`src/rtl/pwm_carrier_scheduler.sv`:
```
// Shared triangular carrier timebase and output-enable sequencing for one converter leg.
// Valley-aligned period double-buffering, bootstrap precharge sequencing and fault latching.
module pwm_carrier_scheduler #(
  parameter logic [15:0] MIN_PERIOD        = 16'd100,
  parameter int          BOOTSTRAP_PERIODS = 4
) (
  input  logic        clk_i,
  input  logic        rst_i,
  input  logic [15:0] period_i,
  input  logic        start_i,
  input  logic        fault_i,
  input  logic        fault_clear_i,
  output logic [15:0] local_counter_o,
  output logic        sync_phase_o,
  output logic [15:0] current_period_o,
  output logic [15:0] next_period_o,
  output logic        update_o,
  output logic        enable_output_o,
  output logic [1:0]  override_o,
  output logic [1:0]  state_o,
  output logic        fault_latched_o
);

  typedef enum logic [1:0] {
    IDLE  = 2'd0,
    BOOT  = 2'd1,
    RUN   = 2'd2,
    FAULT = 2'd3
  } state_e;

  // A zero-length boot sequence still needs a 1-bit counter to keep the vector legal.
  localparam int BOOT_W = (BOOTSTRAP_PERIODS > 0) ? $clog2(BOOTSTRAP_PERIODS + 1) : 1;
  localparam logic [BOOT_W-1:0] BOOT_LAST = BOOT_W'(BOOTSTRAP_PERIODS);

  logic [15:0]       localCounter_q, localCounter_d;
  logic              syncPhase_q, syncPhase_d;
  logic [15:0]       curPeriod_q, curPeriod_d;
  logic [15:0]       nextPeriod_q, nextPeriod_d;
  logic              update_q, update_d;
  state_e            state_q, state_d;
  logic [BOOT_W-1:0] bootCnt_q, bootCnt_d;
  logic              enable_q, enable_d;
  logic [1:0]        override_q, override_d;
  logic              faultLatched_q, faultLatched_d;

  logic              halfEnd;
  logic              valley;
  logic [15:0]       clampedPeriod;
  logic [BOOT_W-1:0] bootInc;

  always_comb begin
    halfEnd        = (localCounter_q == (curPeriod_q - 16'd1));
    valley         = halfEnd && syncPhase_q;
    clampedPeriod  = (period_i < MIN_PERIOD) ? MIN_PERIOD : period_i;
    localCounter_d = halfEnd ? 16'd0 : (localCounter_q + 16'd1);
    syncPhase_d    = halfEnd ? ~syncPhase_q : syncPhase_q;
    curPeriod_d    = valley ? nextPeriod_q : curPeriod_q;
    nextPeriod_d   = valley ? clampedPeriod : nextPeriod_q;
    update_d       = valley;
  end

  // Fault overrides everything, then acknowledge, then the valley-aligned run request.
  always_comb begin
    state_d   = state_q;
    bootCnt_d = bootCnt_q;
    bootInc   = bootCnt_q + BOOT_W'(1);
    if (fault_i) begin
      state_d = FAULT;
    end else begin
      case (state_q)
        FAULT: begin
          if (fault_clear_i) state_d = IDLE;
        end
        IDLE: begin
          if (valley && start_i) begin
            bootCnt_d = '0;
            state_d   = (BOOTSTRAP_PERIODS == 0) ? RUN : BOOT;
          end
        end
        BOOT: begin
          if (valley) begin
            if (!start_i) begin
              state_d = IDLE;
            end else begin
              bootCnt_d = bootInc;
              if (bootInc == BOOT_LAST) state_d = RUN;
            end
          end
        end
        RUN: begin
          if (valley && !start_i) state_d = IDLE;
        end
      endcase
    end
  end

  always_comb begin
    enable_d       = (state_d == RUN);
    override_d     = (state_d == BOOT) ? 2'b10 : 2'b00;
    faultLatched_d = (state_d == FAULT);
  end

  always_ff @(posedge clk_i) begin
    if (rst_i) begin
      localCounter_q <= 16'd0;
      syncPhase_q    <= 1'b0;
      curPeriod_q    <= MIN_PERIOD;
      nextPeriod_q   <= MIN_PERIOD;
      update_q       <= 1'b0;
      state_q        <= IDLE;
      bootCnt_q      <= '0;
      enable_q       <= 1'b0;
      override_q     <= 2'b00;
      faultLatched_q <= 1'b0;
    end else begin
      localCounter_q <= localCounter_d;
      syncPhase_q    <= syncPhase_d;
      curPeriod_q    <= curPeriod_d;
      nextPeriod_q   <= nextPeriod_d;
      update_q       <= update_d;
      state_q        <= state_d;
      bootCnt_q      <= bootCnt_d;
      enable_q       <= enable_d;
      override_q     <= override_d;
      faultLatched_q <= faultLatched_d;
    end
  end

  assign local_counter_o  = localCounter_q;
  assign sync_phase_o     = syncPhase_q;
  assign current_period_o = curPeriod_q;
  assign next_period_o    = nextPeriod_q;
  assign update_o         = update_q;
  assign enable_output_o  = enable_q;
  assign override_o       = override_q;
  assign state_o          = state_q;
  assign fault_latched_o  = faultLatched_q;

endmodule
```
`config.mk`:
```
export PLATFORM = sky130hd
export DESIGN_NAME = pwm_carrier_scheduler
export DESIGN_NICKNAME = d
export VERILOG_FILES = /design/src/rtl/pwm_carrier_scheduler.sv
export SDC_FILE = /design/constraint.sdc
export NUM_CORES = 1
export LEC_CHECK = 0
export BUFFER_PORTS_ARGS = -buffer_cell sky130_fd_sc_hd__buf_2
export CORE_MARGIN = 4
export CORE_UTILIZATION = 45
export DETAILED_ROUTE_END_ITERATION = 6
export GPL_TIMING_DRIVEN = 0
export PLACE_DENSITY = 0.75
export SETUP_SLACK_MARGIN = 0.15
export SLEW_MARGIN = 20
export SYNTH_ARGS = -nofsm -noshare
export SYNTH_HDL_FRONTEND = slang
export SYNTH_SLANG_ARGS = --single-unit
```
`constraint.sdc`:
```
create_clock -name clk_i -period 8.75 [get_ports clk_i]
set_input_delay 0.875 -clock clk_i [delete_from_list [all_inputs] [get_ports clk_i]]
set_output_delay 0.875 -clock clk_i [all_outputs]
set_load 0.01 [all_outputs]
```
==> metrics.md <==
| Metric | Value |
|---|---|
| Total die area | approximately 8000 um2 |
| Hold WS | 0.4867 ns |
| IO Count | 77 |
| Power density over cell area | approximately 140 nW/um2 |
| Buf/Inv on CP | 2 |
| Gr usage total | between 20% and 30% |
| Int Pwr | 385.0 uW |
| Clk buf depth | 2 |
| Layout Nets | 465 |
| Top post-synthesis cells by count | dfxtp_1 (58), nand3_1 (37), o21ai_0 (34) |
| Gate Count Post-Synth | 355 |
| Syn avg cell area | just over 8 um2 |
| Initial antenna violation count | 0 |
| Ys flop type | dfxtp_1 |
| Power, Total | a little over 500 uW |
| Tcrit/Tclk final | between 40% and 50% |
| Ys Warns | 0 |
| Pin count of the biggest net entering global routing | 11 |
| Yosys reg bits | between 50 and 60 |
| Routed Antenna Nets | 0 |
| Number of synthesized flops with an enable pin | 0 |
| Ys async rst share | 0% |
| Delay-heaviest family, CP | simple AND/OR/NAND/NOR gates |
| Starting Density | 46.25% |
| Area occupied by multi-input gates | approximately 1600 um2 |
| Detailed placement HPWL | 5.990 mm |
| Hold Crit Class | reg2reg |
| Slowest CP cell | nor4_2 |
| Clock Pin Slew Worst Setup and Hold Paths | 0.07 ns |
| Final setup TNS | 0 ns |
| Relative slew slack | 37.22% |
| Max Cap Violations | 0 |
| Avg WL per Cell | 15.21 um |
| Area grow syn2layout | 21.85% |
| Static leakage | 1.395 nW |
| Crit path kind | reg2reg |
| Max Fclk | 0.2745 GHz |
| Post-CTS setup buffers | 0 |
| GPL Wtd Cong | 0.8186 |
| Synth area leaders | dfxtp_1 (40%), nand3_1 (6.3%), o21ai_0 (5.8%), a21oi_1 (5.3%), xnor2_1 (4.5%) |
| Max Clock Skew | 0.008037 ns |
| Initial DRC count | 130 |
| WP data required | 9.01 ns |
| Vias per cell | around 5.7 |
| Peak VDD IR | between 0.09 and 0.1 mV |
| Syn Std Cell Area | between 2000 and 3000 um2 |
| Crit path capture type | register |
| H-tree levels | 3 |
| Clock power frac | 42.4% |
| Die Wd | 88.56 um |
| Part of the Yosys area used for sequential elements | approximately two fifths |
| Share of the synthesized area in the top cell type | between 30 and 40% |
| Cell taking the most area after synthesis | dfxtp_1 |
| Crit start category | register |
| Critical path peak fanout | 10 |
| Final setup vio count | 0 |
| Ant diodes | 0 |
| Worst-Margin Slew | 0.9339 ns |
| CTS Buf Count | 9 |
| Rows | 29 |
| RSZ-0062 raised after global routing | no |
| Sinks on Clock Net | 58 |
| Fin area | between 3000 and 4000 um2 |
| Net count after synthesis | 380 |
| Net Switching | 123.7 uW |
| Non-Filler Instances | 522 |
| Share of cells above drive strength 1 | 21.80% |
| FF/Latch Area | 1161 um2 |
| Sequential share of power | 53.1% |
| Hold buffer count at CTS | 0 |
| Clk Latency, worst-skew pair | 0.33 ns |
| Die H | 88.56 um |
| Routed Wire Length | between 7 and 8 mm |
| Final Max Slew Viols | 0 |
| Count leader, synth | dfxtp_1 |
| Arr. time, crit path | just under 4 ns |
| Crit-path cells | or4_1, clkbuf_1, or4_1, xnor2_1, o211ai_1, nor4_2, clkbuf_1, nand4_1, a21oi_1 |
| Vias in the first global route | 2666 |
| First-pass GRT wire length | 12.87 mm |
| # fillers | 615 |
| 1st-pass router iterations | 5 |
| Core area | 6314 um2 |
| Placed instance area | 3387 um2 |
| Overflow after GRT | 0 |
| Combinational Power Share | 4.5% |
| CTS root buffer | clkbuf_8 |
| Total number of vias | 2998 |
| Hold Fails Final Rpt | 0 |
| Netlist cell types | 52 |
| Status | finished, final reports clean |
| CTS resizes | 0 |
| TritonCTS clock tree | yes |
| Inst Count DP | 506 |
| DRC | 0 |
| Port buffer count | between 70 and 80 |
| Final Critical Period | 3.643 ns |
| Sw frac | 24.31% |
| Worst path max stage delay | 0.79 ns |
-- worst paths after layout --
kind / start / end / slack [ns] / depth (start not counted)
hold / removal: next_period_o[11]$_SDFFE_PP0N_ / current_period_o[11]$_SDFFE_PP0N_ / 0.49 / 2
hold reg to reg: next_period_o[11]$_SDFFE_PP0N_ / current_period_o[11]$_SDFFE_PP0N_ / 0.49 / 2
setup reg to reg: current_period_o[8]$_SDFFE_PP0N_ / next_period_o[1]$_SDFFE_PP0N_ / 5.11 / 9
setup / recovery: current_period_o[8]$_SDFFE_PP0N_ / next_period_o[1]$_SDFFE_PP0N_ / 5.11 / 9
-- power by group through the flow --
| stage | clock, mW | combinational (mW) | sequential [mW] |
|---|---|---|---|
| global route | 0.235 | 0.0256 | 0.270 |
| global placement | 0 | 0.0226 | 0.276 |
| detailed placement | 0 | 0.0231 | 0.276 |
| CTS | 0.220 | 0.0231 | 0.270 |
| floorplan | 0 | 0.0110 | 0.277 |
| finish | 0.216 | 0.0231 | 0.270 |
-- kinds of logic (layout without fill, tap and decap cells) --
group	count (synthesis)	count (layout)	share of synthesized area, %
multiplexers	2	2	0.6855
AO/OA/AOI/OAI	98	98	20.09
XOR/XNOR	30	30	9.512
other	1	1	0.1284
AND/OR/NAND/NOR	127	127	23.22
adder cells (fa/ha/maj)	4	4	1.714
buffers and inverters	35	125	4.884
flip-flops	58	58	39.76
-- placed cells by master (no fill, tap or decap), types with 2 or more instances in the layout --
master / synthesis / final
and3_1: 6 / 6
nand2_1: 12 / 12
dfxtp_1: 58 / 58
or4_4: 2 / 2
o22ai_1: 2 / 2
nor2_1: 29 / 29
ha_1: 4 / 4
or4_1: 5 / 5
a21boi_0: 2 / 2
nand3_1: 37 / 37
nor4b_1: 4 / 4
inv_1: 9 / 9
nand4_1: 7 / 7
xor2_1: 14 / 14
clkinvlp_4: 0 / 2
nor3_1: 5 / 5
buf_2: 0 / 74
clkinv_2: 0 / 3
nor2b_1: 7 / 7
clkbuf_8: 0 / 10
clkbuf_1: 24 / 25
a21oi_1: 31 / 31
mux2i_1: 2 / 2
or3_1: 2 / 2
a31oi_1: 5 / 5
nor4_1: 4 / 4
xnor2_1: 15 / 15
o211ai_1: 3 / 3
o31a_1: 3 / 3
o21ai_0: 34 / 34
o21ai_1: 3 / 3
nand3b_1: 2 / 2
-- metrics by stage --
| stage | util, % | worst slack, ns |
|---|---|---|
| after floorplan | - | 5.499 |
| after global placement | 53.65 | 5.186 |
| after detailed placement | 53.65 | 5.169 |
| after CTS | 56.36 | 5.143 |
| after global routing | 56.36 | 4.802 |
| final | 56.36 | 5.107 |
-- worst reg2reg max path: stages, from the launching register on --
cell and delay, ns:
dfxtp_1 0.40, or4_1 0.52, clkbuf_1 0.17, or4_1 0.54, xnor2_1 0.21, o211ai_1 0.15, nor4_2 0.79, clkbuf_1 0.45
nand4_1 0.16, a21oi_1 0.18
-- flip-flops by register name, summed over array words and instances, names as in the netlist --
| signal | cells |
|---|---|
| sync_phase_o | 1 |
| current_period_o | 16 |
| enable_output_o | 1 |
| next_period_o | 16 |
| override_o | 1 |
| update_o | 1 |
| fault_latched_o | 1 |
| local_counter_o | 16 |
| state_o | 2 |
| bootCnt_q | 3 |
-- routing by layer --
layer  track usage, %  routed length (um)
met5                0                   0
met1            28.58                3739
met3            3.631                 466
met2            33.24                3638
met4            8.654                  93
-- layout make-up --
cell class              instances  area share, %
clock buffers                  11          3.973
well taps                      77          2.707
multi-input cells             262          45.43
repair buffers                 74          10.41
clock inverters                 5         0.8439
inverters                       9         0.9494
flip-flops and latches         58          32.63
plain buffers                  26          3.059
No activity file was read; power rests on OpenSTA's default activity.
